==> src/rtl/age_select_scheduler.sv <==
// Oldest-ready selector: snapshots N slot requests/ages, then walks one shared
// magnitude comparator across the slots and holds the winner until acknowledged.
module age_select_scheduler #(
  parameter int N     = 8,
  parameter int WIDTH = 8,
  parameter int IDX_W = 3
) (
  input  logic               clk,
  input  logic               rst,
  input  logic               start,
  input  logic [N-1:0]       req_vec,
  input  logic [N*WIDTH-1:0] age_flat,
  output logic               busy,
  output logic               grant_valid,
  output logic [IDX_W-1:0]   grant_idx,
  output logic [WIDTH-1:0]   grant_age,
  output logic               grant_none,
  input  logic               grant_ack
);

  // LOAD is the DONE-entry cycle that moves the running best into the grant registers.
  typedef enum logic [1:0] {IDLE, SCAN, LOAD, DONE} state_t;

  state_t             state, state_nx;
  logic [N-1:0]       snap_req;
  logic [WIDTH-1:0]   snap_age [N];
  logic [IDX_W-1:0]   ptr, best_idx;
  logic [WIDTH-1:0]   best_age, cur_age;
  logic               best_valid, win, last;

  always_comb begin
    cur_age = snap_age[ptr];
    win     = snap_req[ptr] && (!best_valid || (cur_age < best_age));
    last    = (ptr == IDX_W'(N - 1));
  end

  always_comb begin
    state_nx = state;
    case (state)
      IDLE: if (start) state_nx = SCAN;
      SCAN: if (last) state_nx = LOAD;
      LOAD: state_nx = DONE;
      DONE: if (grant_ack) state_nx = IDLE;
      default: state_nx = IDLE;
    endcase
  end

  assign busy = (state != IDLE);

  always_ff @(posedge clk) begin
    if (rst) state <= IDLE;
    else     state <= state_nx;
  end

  always_ff @(posedge clk) begin
    if (rst) begin
      snap_req    <= '0;
      for (int i = 0; i < N; i++) snap_age[i] <= '0;
      ptr         <= '0;
      best_valid  <= 1'b0;
      best_idx    <= '0;
      best_age    <= '0;
      grant_valid <= 1'b0;
      grant_idx   <= '0;
      grant_age   <= '0;
      grant_none  <= 1'b0;
    end else begin
      case (state)
        IDLE: if (start) begin
          snap_req <= req_vec;
          for (int i = 0; i < N; i++) snap_age[i] <= age_flat[i*WIDTH +: WIDTH];
          ptr        <= '0;
          best_valid <= 1'b0;
          // Zeroed so an empty pass reports index 0 / age 0.
          best_idx   <= '0;
          best_age   <= '0;
        end
        SCAN: begin
          if (win) begin
            best_idx   <= ptr;
            best_age   <= cur_age;
            best_valid <= 1'b1;
          end
          if (!last) ptr <= ptr + IDX_W'(1);
        end
        LOAD: begin
          grant_valid <= 1'b1;
          grant_idx   <= best_idx;
          grant_age   <= best_age;
          grant_none  <= ~best_valid;
        end
        DONE: if (grant_ack) begin
          grant_valid <= 1'b0;
          grant_none  <= 1'b0;
        end
        default: ;
      endcase
    end
  end

endmodule
==> config.mk <==
export PLATFORM = sky130hd
export DESIGN_NAME = age_select_scheduler
export DESIGN_NICKNAME = d
export VERILOG_FILES = /design/src/rtl/age_select_scheduler.sv
export SDC_FILE = /design/constraint.sdc
export NUM_CORES = 1
export LEC_CHECK = 0
export CORE_ASPECT_RATIO = 0.75
export CORE_MARGIN = 1
export CORE_UTILIZATION = 56
export CTS_CLUSTER_DIAMETER = 60
export DETAILED_ROUTE_END_ITERATION = 8
export PLACE_DENSITY = 0.89
export SETUP_SLACK_MARGIN = 0.05
export SYNTH_ARGS = -nofsm -noshare
export SYNTH_HDL_FRONTEND = slang
export SYNTH_SLANG_ARGS = --single-unit
==> constraint.sdc <==
create_clock -name clk -period 6.42 [get_ports clk]
set_input_delay 1.284 -clock clk [delete_from_list [all_inputs] [get_ports clk]]
set_output_delay 1.284 -clock clk [all_outputs]
set_load 0.01 [all_outputs]
==> results of run 1 <==
[routing by layer]
metal | track usage [%] | routed length [um]
met5 | 0 | 0
met4 | 5.68 | 156
met3 | 6.27 | 598
met2 | 39.7 | 4660
met1 | 29.8 | 4160
[cell families (layout without fill, tap and decap cells)]
family / Yosys count / count (layout) / share of synthesized area [%]
AO/OA/AOI/OAI: 30 / 30 / 4.85
adder cells (fa/ha/maj): 14 / 14 / 3.67
buffers and inverters: 37 / 120 / 3.30
flip-flops: 105 / 105 / 57.4
multiplexers: 52 / 52 / 15.9
AND/OR/NAND/NOR: 128 / 128 / 14.9
[area by class of cell]
class	count	area [um^2]	share of cell area [%]
Sequential cell	105	2740	45.7
Multi-Input combinational cell	224	1880	31.4
Timing Repair Buffer	90	893	14.9
Clock buffer	10	229	3.82
Tap cell	105	131	2.19
Clock inverter	6	67.6	1.13
Inverter	14	52.6	0.876
[worst register-to-register path: stages, from the launching register on]
cell,delay [ps]
dfxtp_1,1010
mux4_1,670
mux2_2,310
ha_1,300
o21a_1,120
o21a_1,140
o221ai_2,110
a32oi_2,740
mux2i_1,280
[synthesized netlist by cell type]
cell type / number / area share (%)
o21a_1: 2 / 0.31
nor2b_1: 22 / 2.9
buf_2: 2 / 0.21
o21ai_0: 6 / 0.63
nand2_1: 16 / 1.3
o21bai_1: 1 / 0.16
clkbuf_1: 15 / 1.2
nand3b_1: 4 / 0.63
nor3_1: 3 / 0.31
buf_1: 3 / 0.24
and2_1: 48 / 6.3
nand2b_1: 13 / 1.7
mux4_2: 13 / 6.1
mux2i_1: 27 / 5.7
mux2_2: 8 / 1.9
and4_1: 1 / 0.18
ha_1: 14 / 3.7
nor2_1: 21 / 1.7
clkbuf_2: 1 / 0.10
mux4_1: 4 / 2.2
inv_1: 14 / 1.1
a211oi_1: 3 / 0.47
a22oi_1: 3 / 0.47
a21oi_1: 3 / 0.31
a21o_1: 1 / 0.16
edfxtp_1: 64 / 40
a222oi_1: 1 / 0.21
a32oi_2: 1 / 0.34
a22o_1: 8 / 1.5
o221ai_2: 1 / 0.31
buf_6: 2 / 0.47
dfxtp_1: 41 / 17
[state kept, by name, indices dropped and copies added (netlist names), 2 cells and up, named ones only]
register,cells
state,2
grant_age,8
ptr,3
snap_age,64
best_idx,3
best_age,8
grant_idx,3
snap_req,8
[worst max-delay path by stage]
stage | from | endpoint | slack [ps]
2_1_floorplan | rst | snap_age[0][0] | 3090
3_3_place_gp | flip-flop | best_age[2] | 2890
3_5_place_dp | flip-flop | best_idx[2] | 2700
4_1_cts | flip-flop | best_idx[2] | 2620
5_1_grt | flip-flop | best_age[0] | 2430
6_report | flip-flop | best_idx[1] | 2650
[metrics by stage]
stage | area (um^2) | utilization (%) | cells
2_1_floorplan | 4780 | - | 366
3_3_place_gp | 5700 | 70.5 | 538
3_5_place_dp | 5700 | 70.5 | 538
4_1_cts | 6000 | 74.1 | 554
5_1_grt | 6000 | 74.1 | 554
6_report | 6000 | 74.1 | 554
[power by group through the flow]
stage / sequential, mW / combinational (mW) / clock, mW
floorplan: 0.932 / 0.483 / 0
global placement: 0.973 / 0.588 / 0
detailed placement: 0.981 / 0.617 / 0
CTS: 0.968 / 0.624 / 0.544
global route: 0.981 / 0.679 / 0.568
finish: 0.966 / 0.626 / 0.538
==> results.md, run 1 <==
- Counting instances, the worst hold path has a depth of 2.
- In this run the core area contains 28 standard-cell rows.
- The congestion estimate from routability-driven global placement came to 0.832.
- The final hold violation count is 0.
- The maximum single-stage delay on the critical path is 1010 ps.
- The horizontal die dimension is 109 um.
- The final setup TNS is 0 ps.
- Summing internal, switching and leakage power gives 2.13 mW.
- The post-layout minimum cycle time is 3770 ps.
- The number of buffers and inverters on the critical path is 0.
- The number of DRC markers in iteration 0 is 265.
- The cell at the root of the clock tree is clkbuf_16.
- The leading cell type in the layout, fill and taps excluded is clkdlybuf4s50_1.
- The flip-flop and latch count after synthesis is 105.
- The placeable core area is 8090 um^2.
- The endpoint of the most critical register-to-register path is best_idx[1].
- The number of hold-repair buffers added at the cts stage is 0.
- The clock network is responsible for 25.3% of the overall power.
- Clock-pin slew was measured on the worst setup and hold paths at 80 ps.
- The floorplan step defined a die boundary enclosing 8910 um^2.
- The category of the most critical setup path is reg -> reg.
- In this run the static leakage power is 2.23 nW.
- Buffers placed on the I/O ports in this run total 89.
- TritonCTS built the clock tree.
- The number of global-route vias before repair is 2,973.
- The detailed router placed 3,036 vias in this run.
- A synthesized cell averages 13.1 um^2.
- The gate count of the mapped netlist is 366.
- Walking the worst path, the cells encountered are mux4_1 > mux2_2 > ha_1 > o21a_1 > o21a_1 > o221ai_2 > a32oi_2 > mux2i_1.
- Along the worst path, the maximum fanout reaches 16.
- The internal portion of the total power is 1.47 mW.
- The ratio of total power to cell area is 355 nW/um^2.
- In the routed layout, each cell is associated on average with a via count of 5.48.
- The first-pass GRT wire length is 15,000 um.
- The total DRC errors in the routed layout is 0.
- The setup check on the worst reg-to-reg path leaves a slack of 2650 ps.
- The part of the power in combinational logic is 29.4%.
- The starting density of the core is 59.0%.
- The path class of the tightest hold or removal check is reg -> reg.
- Grouping stages by cell kind, the critical path spends the most delay in multiplexers.
- The run finished with clean final reports.
- The synthesized netlist occupies a cell area of 4780 um^2.
- Hold timing on the final database bottoms out at a slack of 482 ps.
- In this run, flip-flops and latches consume 45.4% of the power.
- The number of placed I/O pins is 90.
- IR analysis of the VDD net gives a maximum drop of 210 uV.
- The number of logic stages on the critical path including buffering is 8.
- Setup repair after global routing left no endpoint under its margin.
- The cell with the most instances on the worst path is o21a_1.
- Max-cap violations in this run came to 0.
- Post-CTS repair changed the size of 0 cells.
- The startpoint class of the critical path is a flip-flop.
- Across the routed clock network, the largest skew measured is 8.83 ps.
- The global-route usage over all layers is 23.3%.
- The fraction of the cycle the final worst path needs is 58.7%.
- Post-CTS timing repair inserted 0 buffers for setup.
- The average detailed-routed wire length per instance is 17.3 um.
- The type of element capturing the critical path is a flip-flop.
- Prior to clock tree synthesis, the placed netlist has a worst setup slack of 2700 ps.
- CTS saw 105 sinks.
- The number of routed nets with antenna violations is 0.
- The unique cell type count in the Yosys netlist is 32.
- The clock insertion delay at the later pin of the skew report is 350 ps.
- After the last flow step, the layout net total stands at 534.
- The detailed-router iteration count before antenna repair is 4.
- Buffers inserted during clock tree synthesis total 9.
- The post-synth net total is 456.
- The standard cell with the maximum stage delay on the critical path is dfxtp_1.
- Of the cells placed in the final design, the portion with a size suffix greater than 1 is 9.35%.
- CTS built an H-tree with a depth of 3.
- After filler insertion, the fill cell instance count of the layout stands at 529.
- Of the total power, the share spent switching nets is 30.9%.
- In this run the tightest slew margin relative to its limit is 31.1%.
- The net switching power of the design is 658 uW.
- The remaining global-route overflow is 0.
- The wire length reported by the detailed router is 9570 um.
- Summing the sequential cell areas from Yosys gives 57.4% of the chip area.
- The worst-case reg-to-reg path depth is 8.
- The number of antenna cells inserted is 0.
- The die is 82.0 um tall.
- The achievable clock frequency is 0.266 GHz.
- The number of antenna violations at the first check in global routing is 0.
- The least setup slack across all paths after layout is 2650 ps.
- For the worst setup path, the data arrival time is 4030 ps.
- The placed wire-length estimate is 6950 um.
- The path with the worst hold slack has its endpoint at best_idx[0].
- For this run, the number of Yosys warnings is 0.
- The relative area change from synthesis to final layout is 25.6%.
- The hold path startpoint is best_idx[0].
- The number of pins exceeding their max-slew limit in the final report came to 0.
- Entering global routing, the biggest net connects 65 pins.
- The final setup violation count is 0.
- The top cell types in the final layout, fill and taps aside, are 88 x clkdlybuf4s50_1, 64 x edfxtp_1, 48 x and2_1.
- The required time at the worst-slack endpoint is 6690 ps.
- The transition time of the tightest slew-check pin is 1030 ps.
- The deepest clock path buffer count is 2.
No activity file was read; power rests on OpenSTA's default activity.
==> run 2: changes to the inputs <==
--- a/config.mk
+++ b/config.mk
@@ -7,10 +7,10 @@
 export LEC_CHECK = 0
 export CORE_ASPECT_RATIO = 0.75
 export CORE_MARGIN = 1
-export CORE_UTILIZATION = 56
+export CORE_UTILIZATION = 47
 export CTS_CLUSTER_DIAMETER = 60
 export DETAILED_ROUTE_END_ITERATION = 8
-export PLACE_DENSITY = 0.89
+export PLACE_DENSITY = 0.8
 export SETUP_SLACK_MARGIN = 0.05
 export SYNTH_ARGS = -nofsm -noshare
 export SYNTH_HDL_FRONTEND = slang
==> constraint.sdc (replaced) <==
create_clock -name clk -period 3.43 [get_ports clk]
set_input_delay 0.686 -clock clk [delete_from_list [all_inputs] [get_ports clk]]
set_output_delay 0.686 -clock clk [all_outputs]
set_load 0.01 [all_outputs]
==> results.md, run 2 (synthesis results as in run 1) <==
- The placeable core area was 9770 um^2 (was 8090 um^2).
- The final hold violation count was 0 (unchanged).
- The global-route met3 utilization is 4.97% (was 6.27%).
- The critical path arrival was 3260 ps (was 4030 ps).
- The number of instances in the placed design was 570 (was 538).
- The required time at the worst-slack endpoint is 3690 ps (was 6690 ps).
- The remaining global-route overflow is 0 (unchanged).
- The average vias per placed instance is 5.04 (was 5.48).
- The critical-path maximum fanout is 12 (was 16).
- The global routing's busiest layer is met2 (unchanged).
- The H-tree level count came to 3 (unchanged).
- The startpoint class of the critical path is a flip-flop (unchanged).
- The number of DRC markers in iteration 0 came to 245 (was 265).
- The number of global-route vias before repair is 2,810 (was 2,973).
- The starting density of the core is 48.9% (was 59.0%).
- The register name with the most flops is snap_age (unchanged).
- The placement row count is 31 (was 28).
- The category of the most critical setup path is reg -> reg (unchanged).
- The global routing met2 resource utilization is 29.6% (was 39.7%).
- The clock insertion delay at the later pin of the skew report is 350 ps (about the same).
- The relative area change from synthesis to final layout is 27.6% (was 25.6%).
- The detailed-router iteration count before antenna repair is 4 (unchanged).
- Status: complete, no violations (unchanged).
- The transition time of the tightest slew-check pin is 727 ps (was 1030 ps).
- The post-route clock skew is 11.4 ps (was 8.83 ps).
- The class of the most critical hold timing path is reg -> reg (unchanged).
- The cell depth of the worst hold path is 1 (was 2).
- The die footprint is 10,600 um^2 (was 8910 um^2).
- The y dimension of the die is 89.3 um (was 82.0 um).
- The achievable clock frequency came to 0.334 GHz (was 0.266 GHz).
- The register area came to 2740 um^2 (unchanged).
- The average detailed-routed wire length per instance was 15.5 um (was 17.3 um).
- The number of pins exceeding their max-slew limit in the final report is 0 (unchanged).
- The cell at the root of the clock tree was clkbuf_16 (unchanged).
- The CTS tree is yes (unchanged).
- The total DRC errors in the routed layout was 0 (unchanged).
- The final estimated routing congestion in global placement is 0.853 (was 0.832).
- The post-layout net count is 539 (was 534).
- RSZ-0062 raised after global routing: false (unchanged).
- The number of hold-repair buffers added at the cts stage came to 0 (unchanged).
- The number of antenna violations at the first check in global routing was 0 (unchanged).
- The worst-case reg-to-reg path depth is 9 (was 8).
- The final cell count without fillers is 586 (was 554).
- The standby leakage power is 2.26 nW (was 2.23 nW).
- The type of element capturing the critical path is a flip-flop (unchanged).
- The deepest clock path buffer count is 2 (unchanged).
- The horizontal die dimension is 118 um (was 109 um).
- The first-pass GRT wire length came to 14,300 um (was 15,000 um).
- The flip-flop count of the largest register after layout came to 64 (unchanged).
- The total via count after detailed routing is 2,954 (was 3,036).
- The placed wire-length estimate is 6680 um (was 6950 um).
- The count of buffers from port buffering is 89 (unchanged).
- The wire length reported by the detailed router came to 9110 um (was 9570 um).
- The max-capacitance violation count came to 0 (unchanged).
- The worst relative slew slack is 51.5% (was 31.1%).
- Most frequent cells in the layout: 89 x clkdlybuf4s50_1, 64 x edfxtp_1, 48 x and2_1 (was 88 x clkdlybuf4s50_1, 64 x edfxtp_1, 48 x and2_1).
- The number of routed nets with antenna violations is 0 (unchanged).
- The CTS clock-pin slew for the worst setup and hold paths is 70 ps (was 80 ps).
- The post-layout minimum cycle time was 3000 ps (was 3770 ps).
- The number of antenna cells inserted is 0 (unchanged).
- The CTS sink count came to 105 (unchanged).
- The clock buffer count from CTS is 9 (unchanged).
- The largest vdd supply drop is 319 uV (was 210 uV).
- The number of fill cells is 751 (was 529).
- The area of the multi-input gates is 1890 um^2 (was 1880 um^2).
- The final setup TNS was 0 ps (unchanged).
- The ratio of total power to cell area was 653 nW/um^2 (was 355 nW/um^2).
- The number of placed I/O pins is 90 (unchanged).
- The met1 global-route usage is 24.6% (was 29.8%).
- The largest net degree at the start of global routing came to 65 (unchanged).
- The fraction of the cycle the final worst path needs is 87.3% (was 58.7%).
- The leading cell type in the layout, fill and taps excluded is clkdlybuf4s50_1 (unchanged).
- The final setup violation count came to 0 (unchanged).
- The share of post-route cells with drive strength above 1 is 10.1% (was 9.35%).
- The global-route usage over all layers came to 18.2% (was 23.3%).
[run 2: changes by cell type in the layout (fill, tap and decap cells not counted), sizes merged]
cell / previous run / this run
clkinv: 1 / 3
clkdlybuf4s50: 88 / 89
inv: 19 / 18
buf: 2 / 6
clkbuf: 10 / 9
[run 2: layout make-up]
| class | count | area share [%] |
|---|---|---|
| multi-input cells | 224 | 31.0 |
| flip-flops and latches | 105 | 45.0 |
| well taps | 132 | 2.71 |
| inverters | 14 | 0.862 |
| clock inverters | 7 | 1.13 |
| clock buffers | 9 | 3.70 |
| repair buffers | 95 | 15.6 |
[run 2: final timing paths]
check / startpoint / endpoint / slack [ps]
setup / recovery: flip-flop / best_age[6] / 430
hold / removal: snap_req[3] / snap_req[3] / 490
setup reg to reg: flip-flop / best_age[6] / 430
hold reg to reg: snap_req[3] / snap_req[3] / 490
[run 2: metal layers]
| metal | share of wire, % | routed length, um |
|---|---|---|
| met5 | 0 | 0 |
| met4 | 1.1 | 102 |
| met3 | 5.1 | 469 |
| met2 | 46 | 4220 |
| met1 | 47 | 4320 |
[run 2: critical path, stage by stage, from the launching register on]
cell      delay [ps]
dfxtp_1          330
buf_4            240
mux4_1           590
mux2_2           310
ha_1             280
o21a_1           110
o21a_1           130
o221ai_2         130
a32oi_4          500
mux2i_1          270
[run 2: repair_timing]
item / 4_1_cts / 5_1_grt
gates resized for setup: 0 / 1
endpoints found under the setup margin: 0 / 7
hold endpoints to repair: 0 / 0
buffers inserted: 0 / 0
[run 2: through the flow]
step | worst slack, ps | hold WS (ps) | power, mW | cell area [um^2] | util, %
6_report | 434 | 488 | 3.98 | 6090 | 62.3
3_5_place_dp | 264 | 470 | 2.99 | 5790 | 59.2
4_1_cts | 214 | 487 | 3.98 | 6080 | 62.2
3_3_place_gp | 354 | 465 | 2.95 | 5790 | 59.2
5_1_grt | 248 | 503 | 4.18 | 6090 | 62.3
2_1_floorplan | 615 | 448 | 2.65 | 4780 | -
[run 2: where the power goes]
part           internal, mW  total [mW]  leakage, nW  switching, mW
clock network         0.513       0.995        0.145          0.482
logic                 0.613        1.23         1.09          0.612
registers              1.65        1.76         1.02          0.113
total                  2.77        3.98         2.26           1.21
==> run 3: changes to the inputs <==
--- a/config.mk
+++ b/config.mk
@@ -5,12 +5,15 @@
 export SDC_FILE = /design/constraint.sdc
 export NUM_CORES = 1
 export LEC_CHECK = 0
+export CELL_PAD_IN_SITES_DETAIL_PLACEMENT = 2
+export CELL_PAD_IN_SITES_GLOBAL_PLACEMENT = 2
 export CORE_ASPECT_RATIO = 0.75
 export CORE_MARGIN = 1
-export CORE_UTILIZATION = 47
+export CORE_UTILIZATION = 32
 export CTS_CLUSTER_DIAMETER = 60
 export DETAILED_ROUTE_END_ITERATION = 8
-export PLACE_DENSITY = 0.8
+export PLACE_DENSITY_LB_ADDON = 0.3
+export RECOVER_POWER = 50
 export SETUP_SLACK_MARGIN = 0.05
 export SYNTH_ARGS = -nofsm -noshare
 export SYNTH_HDL_FRONTEND = slang
==> results.md, run 3 (synthesis results as in run 1) <==
- The instance area after placement is 5890 um^2 (was 5790 um^2).
- The number of global-route vias before repair was 3,355 (was 2,810).
- The CTS tree is yes (unchanged).
- The total via count after detailed routing is 3,023 (was 2,954).
- The global-route usage over all layers is 16.4% (was 18.2%).
- The number of routed nets with antenna violations came to 0 (unchanged).
- The cell at the root of the clock tree is clkbuf_16 (unchanged).
- The number of DRC markers in iteration 0 came to 161 (was 245).
- The critical path arrival is 3240 ps (was 3260 ps).
- The average detailed-routed wire length per instance is 17.8 um (was 15.5 um).
- The count of buffers from port buffering is 89 (unchanged).
- The horizontal die dimension is 143 um (was 118 um).
- The detailed-router iteration count before antenna repair was 4 (unchanged).
- The setup slack at placement came to 255 ps (was 264 ps).
- The required time at the worst-slack endpoint came to 3680 ps (was 3690 ps).
- The number of fill cells was 1,450 (was 751).
- The number of pins exceeding their max-slew limit in the final report was 0 (unchanged).
- The register area is 2740 um^2 (unchanged).
- The CTS sink count is 105 (unchanged).
- The clock buffer count from CTS is 9 (unchanged).
- The deepest clock path buffer count is 2 (unchanged).
- The number of hold-repair buffers added at the cts stage is 0 (unchanged).
- The slack of the worst reg-to-reg path is 430 ps (about the same).
- The first-pass GRT wire length is 18,400 um (was 14,300 um).
- The type of element capturing the critical path is a flip-flop (unchanged).
- The register name with the most flops is snap_age (unchanged).
- The class of the most critical hold timing path is reg -> reg (unchanged).
- The leading cell type in the layout, fill and taps excluded is clkdlybuf4s50_1 (unchanged).
- The flip-flop count of the largest register after layout came to 64 (unchanged).
- The wire length reported by the detailed router is 11,700 um (was 9110 um).
- The final setup TNS is 0 ps (unchanged).
- The number of instances in the placed design is 639 (was 570).
- The worst relative slew slack is 17.1% (was 51.5%).
- The achievable clock frequency is 0.334 GHz (about the same).
- The post-cts gate resize count is 0 (unchanged).
- The post-layout minimum cycle time came to 3000 ps (about the same).
- The max-capacitance violation count is 0 (unchanged).
- The starting density of the core is 32.9% (was 48.9%).
- The H-tree level count is 3 (unchanged).
- The number of placed I/O pins is 90 (unchanged).
- The total DRC errors in the routed layout came to 0 (unchanged).
- The number of antenna violations at the first check in global routing is 0 (unchanged).
- The placement row count came to 38 (was 31).
- RSZ-0062 raised after global routing: false (unchanged).
- The post-layout net count is 540 (was 539).
- The critical-path maximum fanout is 16 (was 12).
- The final setup violation count is 0 (unchanged).
- The transition time of the tightest slew-check pin is 1240 ps (was 727 ps).
- Most frequent cells in the layout: 65 x clkdlybuf4s50_1, 64 x edfxtp_1, 41 x dfxtp_1 (was 89 x clkdlybuf4s50_1, 64 x edfxtp_1, 48 x and2_1).
- The y dimension of the die came to 108 um (was 89.3 um).
- The category of the most critical setup path is reg -> reg (unchanged).
- The least setup slack across all paths after layout is 435 ps (was 434 ps).
- The startpoint class of the critical path is a flip-flop (unchanged).
- The CTS clock-pin slew for the worst setup and hold paths is 80 ps (was 70 ps).
- The standby leakage power is 2.28 nW (was 2.26 nW).
- The post-route clock skew is 11.7 ps (was 11.4 ps).
- The placeable core area is 14,500 um^2 (was 9770 um^2).
- The fraction of the cycle the final worst path needs is 87.3% (about the same).
- The final design utilization is 42.6% (was 62.3%).
- The area of the multi-input gates is 1890 um^2 (about the same).
- The die footprint is 15,400 um^2 (was 10,600 um^2).
- The relative area change from synthesis to final layout is 29.3% (was 27.6%).
- The placed wire-length estimate is 8690 um (was 6680 um).
- The average vias per placed instance is 4.62 (was 5.04).
- The remaining global-route overflow is 0 (unchanged).
- The number of setup buffers added after CTS was 0 (unchanged).
- The clock insertion delay at the later pin of the skew report is 350 ps (about the same).
- The share of post-route cells with drive strength above 1 came to 10.1% (about the same).
- The number of antenna cells inserted is 0 (unchanged).
- The final hold violation count was 0 (unchanged).
- Status: complete, no violations (unchanged).
- The ratio of total power to cell area came to 655 nW/um^2 (was 653 nW/um^2).
- The largest vdd supply drop came to 250 uV (was 319 uV).
- The final cell count without fillers is 655 (was 586).
- The largest net degree at the start of global routing came to 65 (unchanged).
- The final estimated routing congestion in global placement is 0.730 (was 0.853).
- The final instance area is 6170 um^2 (was 6090 um^2).
==> run 3: cell count changes in the layout (fill, tap and decap cells not counted), moves of 2 or more <==
cell             delta
clkbuf_1            +2
dlygate4sd3_1      +23
clkdlybuf4s50_1    -24
inv_6               +3
and2_0             +26
inv_8               -2
and2_1             -26
==> run 3: final cells by class <==
class                   count  share of cell area [%]
clock buffers               9                    3.65
repair buffers             96                    15.5
multi-input cells         224                    30.6
well taps                 200                    4.05
clock inverters             7                   0.932
flip-flops and latches    105                    44.4
inverters                  14                   0.851
==> run 3: power by group <==
group          total (mW)  switching (mW)  internal, mW
clock               0.998           0.492         0.506
combinational        1.28           0.663         0.615
sequential           1.77           0.117          1.65
total                4.04            1.27          2.77
==> run 3: worst paths after layout <==
| path | end | depth (start not counted) | start |
|---|---|---|---|
| max reg2reg | best_valid | 9 | flip-flop |
| min | snap_req[4] | 1 | snap_req[4] |
| max | best_valid | 9 | flip-flop |
| min reg2reg | snap_req[4] | 1 | snap_req[4] |
==> run 3: metrics by stage <==
stage                     hold WS, ps  power (mW)
final                             486        4.04
after detailed placement          467        3.08
after global placement            463        3.02
after floorplan                   448        2.65
after CTS                         490        4.10
after global routing              517        4.28
==> run 3: critical path: stages (launching register included) <==
cell	delay [ps]
dfxtp_1	360
buf_12	190
mux4_1	600
mux2_2	300
ha_1	280
o21a_1	170
o21a_1	180
o221ai_2	190
a32oi_4	280
a211oi_1	330
==> run 3: metal layers <==
layer  vias to the layer above  global-route usage (%)  part of all wire [%]
met5                         -                       0                     0
met4                         0                    3.69                  0.60
met3                         5                    4.23                   4.0
met2                        58                    27.7                    48
met1                      1494                    20.9                    47
li1                       1466                       -                     -
